### src/rtl/uart_tx_pkg.sv
// Shared types and line-level constants for the UART transmit frame controller.
package uart_tx_pkg;
   typedef enum logic [2:0] {
      IDLE   = 3'd0,
      START  = 3'd1,
      DATA   = 3'd2,
      PARITY = 3'd3,
      STOP   = 3'd4
   } state_t;

   localparam logic IDLE_BIT  = 1'b1;
   localparam logic START_BIT = 1'b0;
   localparam logic STOP_BIT  = 1'b1;
endpackage

### src/rtl/uart_tx_serializer.sv
// Shift register and data-bit counter for the UART transmitter.
// ser_bit is the next data bit (LSB first); last_bit flags the final DATA cycle.
module uart_tx_serializer #(
   parameter int DATA_WIDTH = 8
) (
   input  logic                  CLK,
   input  logic                  RST,
   input  logic                  load,
   input  logic [DATA_WIDTH-1:0] load_data,
   input  logic                  shift,
   input  logic                  count,
   output logic                  ser_bit,
   output logic                  last_bit
);
   localparam int CNT_W = (DATA_WIDTH > 1) ? $clog2(DATA_WIDTH) : 1;

   logic [DATA_WIDTH-1:0] shift_reg;
   logic [CNT_W-1:0]      bit_cnt;

   assign ser_bit  = shift_reg[0];
   assign last_bit = (bit_cnt == CNT_W'(DATA_WIDTH - 1));

   always_ff @(posedge CLK) begin
      if (!RST) begin
         shift_reg <= '0;
         bit_cnt   <= '0;
      end else begin
         if (load) begin
            shift_reg <= load_data;
         end else if (shift) begin
            shift_reg <= shift_reg >> 1;
         end
         // counts cycles spent in DATA; wraps on the last one so it leaves DATA at zero
         if (load) begin
            bit_cnt <= '0;
         end else if (count) begin
            bit_cnt <= last_bit ? '0 : bit_cnt + CNT_W'(1);
         end
      end
   end
endmodule

### src/rtl/uart_tx_frame_ctrl.sv
// UART transmit frame controller: start, data (LSB first), optional parity, stop.
// Define UART_TX_B2B_EN to allow a new frame to be accepted during the stop bit.
//
// state  | meaning
// IDLE   | line high, waiting for DATA_VALID
// START  | start bit on the line
// DATA   | data bits, one per clock, LSB first
// PARITY | parity bit from the calculator
// STOP   | stop bit on the line
module uart_tx_frame_ctrl
   import uart_tx_pkg::*;
#(
   parameter int DATA_WIDTH = 8
) (
   input  logic                  CLK,
   input  logic                  RST,
   input  logic [DATA_WIDTH-1:0] P_DATA,
   input  logic                  DATA_VALID,
   input  logic                  PAR_EN,
   input  logic                  PARITY_BIT,
   output logic                  PAR_CALC_EN,
   output logic                  TX_OUT,
   output logic                  BUSY
);
   state_t state, next_state;
   logic   accept;
   logic   par_en_q;
   logic   ser_bit, last_bit;
   logic   tx_next, busy_next;

   uart_tx_serializer #(.DATA_WIDTH(DATA_WIDTH)) u_ser (
      .CLK       (CLK),
      .RST       (RST),
      .load      (accept),
      .load_data (P_DATA),
      .shift     (next_state == DATA),
      .count     (state == DATA),
      .ser_bit   (ser_bit),
      .last_bit  (last_bit)
   );

   assign PAR_CALC_EN = accept;

   always_comb begin
      accept = 1'b0;
      if (RST && DATA_VALID) begin
         if (state == IDLE) accept = 1'b1;
`ifdef UART_TX_B2B_EN
         if (state == STOP) accept = 1'b1;
`endif
      end

      next_state = state;
      unique case (state)
         IDLE:    next_state = accept ? START : IDLE;
         START:   next_state = DATA;
         DATA:    if (last_bit) next_state = par_en_q ? PARITY : STOP;
         PARITY:  next_state = STOP;
         STOP:    next_state = accept ? START : IDLE;
         default: next_state = IDLE;
      endcase

      // line outputs are registered from the state being entered
      tx_next   = IDLE_BIT;
      busy_next = 1'b1;
      unique case (next_state)
         IDLE:    busy_next = 1'b0;
         START:   tx_next   = START_BIT;
         DATA:    tx_next   = ser_bit;
         PARITY:  tx_next   = PARITY_BIT;
         STOP:    tx_next   = STOP_BIT;
         default: busy_next = 1'b0;
      endcase
   end

   always_ff @(posedge CLK) begin
      if (!RST) begin
         state    <= IDLE;
         TX_OUT   <= IDLE_BIT;
         BUSY     <= 1'b0;
         par_en_q <= 1'b0;
      end else begin
         state  <= next_state;
         TX_OUT <= tx_next;
         BUSY   <= busy_next;
         if (accept) par_en_q <= PAR_EN;
      end
   end
endmodule
### config.mk
export PLATFORM = sky130hd
export DESIGN_NAME = uart_tx_frame_ctrl
export DESIGN_NICKNAME = d
export VERILOG_FILES = /design/src/rtl/uart_tx_pkg.sv /design/src/rtl/uart_tx_serializer.sv /design/src/rtl/uart_tx_frame_ctrl.sv
export SDC_FILE = /design/constraint.sdc
export NUM_CORES = 1
export LEC_CHECK = 0
export BUFFER_PORTS_ARGS = -buffer_cell sky130_fd_sc_hd__buf_2
export CORE_ASPECT_RATIO = 0.8
export CORE_MARGIN = 2
export CORE_UTILIZATION = 29
export CTS_CLUSTER_DIAMETER = 40
export CTS_CLUSTER_SIZE = 10
export DETAILED_ROUTE_END_ITERATION = 10
export HOLD_SLACK_MARGIN = 0.03
export SETUP_SLACK_MARGIN = 0.2
export SYNTH_ARGS = -nofsm -noshare
export SYNTH_HDL_FRONTEND = slang
export SYNTH_HIERARCHICAL = 1
export SYNTH_SLANG_ARGS = --single-unit
### constraint.sdc
create_clock -name CLK -period 2.73 [get_ports CLK]
set_input_delay 0.273 -clock CLK [delete_from_list [all_inputs] [get_ports CLK]]
set_output_delay 0.273 -clock CLK [all_outputs]
set_load 0.01 [all_outputs]
==> run metrics <==
top cells by count, synth=17 x dfxtp_1, 11 x nand2b_1, 7 x mux2_4, 7 x o211a_1; synthesized area per cell=around 11 um^2; post-synthesis cell count=77; global-route wire length before repair=roughly 2.5 mm; Post-synth ARST share=0%; Clock Sinks=17; arrival time at the worst endpoint=2.21 ns; Layout Skew=between 0.001 and 0.0015 ns; Worst setup endpoint=u_ser/shift_reg[0]; Final ANT Viol Nets=0; Core Box Area=approximately 0.0028 mm^2; endpoints failing setup=0; postcts setup bufs=0; startpoint types=register; netlist area before placement=between 800 and 900 um^2; final period utilization=around three quarters; initial antenna violation count=0; Tmin final=2.02 ns; Syn Nets=between 90 and 100; WL/cell=between 10 and 15 um; synthesized flop and latch total=17; R2R cell count=7; Port-buffer cells=15; Nets=111; TritonCTS Buffers=3; Pint=between 0.3 and 0.4 mW; status=completed; IO Pins=16; hold crit path type=input port to register; largest net degree at the start of global routing=15; number of max-cap violations=0; vias post-DR=roughly 600; die area=about 0.0034 mm^2; achievable clock frequency=around 500 MHz; Switching Share=between 20% and 30%; layout cells sized above 1=about 33%; power density over the cells=496 mW/mm^2; Antenna diodes=0; number of synthesized flops with an enable pin=0; GRT Util Overall=around a tenth; NetSw=approximately 0.12 mW; # DRC=0; critical path type=register to register; via/cell ratio=around 4.4; Ys Warns=6; CTS tree=built; initial core utilization=30.7%; predominant post-synthesis flop cell=dfxtp_1; post-synth top area share=between 40 and 50%; Reg clk slew, reported paths=around 0.10 ns; Die Wd=64.5 um; clk_lat worst skew=a little under 0.3 ns; crit end category=register; starting DRC count in detailed routing=9; share of power burned in registers=between 50 and 60%; Reg2Reg Capture Point=u_ser/shift_reg[0]; crit path launch=u_ser/bit_cnt[0]; leakage power=0.477 nW; synth top area cells=dfxtp_1 40%, mux2_4 12%, o211a_1 8.2%, nand2b_1 8.1%, ha_1 2.9%; Setup Total Neg Slack=0 ns; GRT Residual Overflow=0; placed insts=129; Hold Fails Final Rpt=0; Yosys cell types=25; Reg2Reg Setup Slack=slightly above 0.7 ns; post-route insts no fill=about 130; WL final=between 1 and 1.5 mm; num rows=17; iteration count of the initial detailed-routing pass=2; clock tree root driver cell=clkbuf_4; HPWL Detailed=roughly 1.1 mm; hold buffer count at cts=0; most common cell in the netlist=dfxtp_1; required time of the critical path=a little under 3 ns; Clock Path Buffers=2; CTS H-tree depth=1; worst slew pin tran=about 0.37 ns; Syn-to-layout area delta=16.2%; RR Startpoint=u_ser/bit_cnt[0]; PostCTS Resize Cnt=0; clock share of power=approximately 28%; RSZ-0062 raised after global routing=false; gp weighted congestion=~0.72; count of final max-slew check failures=0; number of global-route vias before repair=roughly 550; area leader, netlist=dfxtp_1; maximum vdd drop=0.257 mV; part of the power in combinational logic=16.8%; Slew headroom=between 70% and 80%; sequential share of the synthesized area=roughly 40%; max FFs per register=8; Worst Path Max Fanout=9; Die Y=about 52 um
kinds of logic after synthesis:
family / count (synthesis) / share of synthesized area [%]
and+or+nand+nor: 29 / 22.1
DFF: 17 / 40.1
adders and majority gates: 2 / 2.95
muxes: 9 / 14.7
buffers and inverters: 4 / 3.53
AOI/OAI and AO/OA: 16 / 16.6
cells in the final DEF, fill, tap and decap left out:
master,n
a21boi_1,1
a21oi_1,2
a21oi_2,1
a22oi_2,1
a32oi_1,1
and2_1,1
and2b_1,2
buf_2,15
buf_4,2
clkbuf_1,1
clkbuf_4,3
dfxtp_1,17
ha_1,2
inv_1,1
mux2_4,7
mux2i_1,2
nand2_1,4
nand2b_1,11
nor2_1,2
nor2b_1,4
nor3b_1,1
nor3b_2,2
o211a_1,7
o21ai_0,1
o21ba_1,1
o31a_1,1
or3b_1,2
power by group through the flow:
| stage | logic [mW] | clock network, mW | registers, mW |
|---|---|---|---|
| 6_report | 0.0824 | 0.136 | 0.272 |
| 5_1_grt | 0.0917 | 0.151 | 0.274 |
| 4_1_cts | 0.0835 | 0.141 | 0.272 |
| 3_5_place_dp | 0.0827 | 0 | 0.278 |
| 3_3_place_gp | 0.0815 | 0 | 0.277 |
| 2_1_floorplan | 0.0629 | 0 | 0.277 |
metrics by stage:
stage / total power [mW] / instance area, um^2 / utilization (%) / hold WS [ns] / setup WS (ns)
6_report: 0.490 / 987 / 35.7 / 0.198 / 0.713
5_1_grt: 0.516 / 987 / 35.7 / 0.194 / 0.657
4_1_cts: 0.496 / 987 / 35.7 / 0.188 / 0.709
3_5_place_dp: 0.361 / 961 / 34.8 / 0.476 / 0.743
3_3_place_gp: 0.359 / 961 / 34.8 / 0.464 / 0.770
2_1_floorplan: 0.340 / 850 / - / 0.377 / 0.812
critical path, cell delays in order, from the launching register on:
cell and delay, ns:
dfxtp_1 0.33, ha_1 0.20, ha_1 0.21, a32oi_1 0.24, nor3b_2 0.19, buf_4 0.22
mux2_4 0.31, o211a_1 0.21
how the worst min path moves through the flow:
| stage | start | cells past startpoint | endpoint | slack [ns] |
|---|---|---|---|---|
| 6_report | DATA_VALID | 2 | BUSY | 0.20 |
| 5_1_grt | DATA_VALID | 2 | BUSY | 0.19 |
| 4_1_cts | PAR_EN | 3 | par_en_q | 0.19 |
| 3_5_place_dp | par_en_q | 2 | par_en_q | 0.48 |
| 3_3_place_gp | par_en_q | 2 | par_en_q | 0.46 |
| 2_1_floorplan | RST | 1 | TX_OUT | 0.38 |
final cells by class:
cell class              count  area [um^2]
flip-flops and latches     17          340
well taps                  38         47.5
multi-input cells          56          479
clock buffers               4         26.3
fillers                   291         1780
inverters                   1         3.75
repair buffers             17         90.1
routing by layer:
metal,part of all wire [%],up-vias,wire length [um],GRT usage [%]
met2,44,15,637,14.9
met5,0,-,0,0
met4,0,0,0,3.19
li1,-,306,-,-
met3,6.7,0,97,5.16
met1,49,268,714,12.2
No activity file was read; power rests on OpenSTA's default activity.
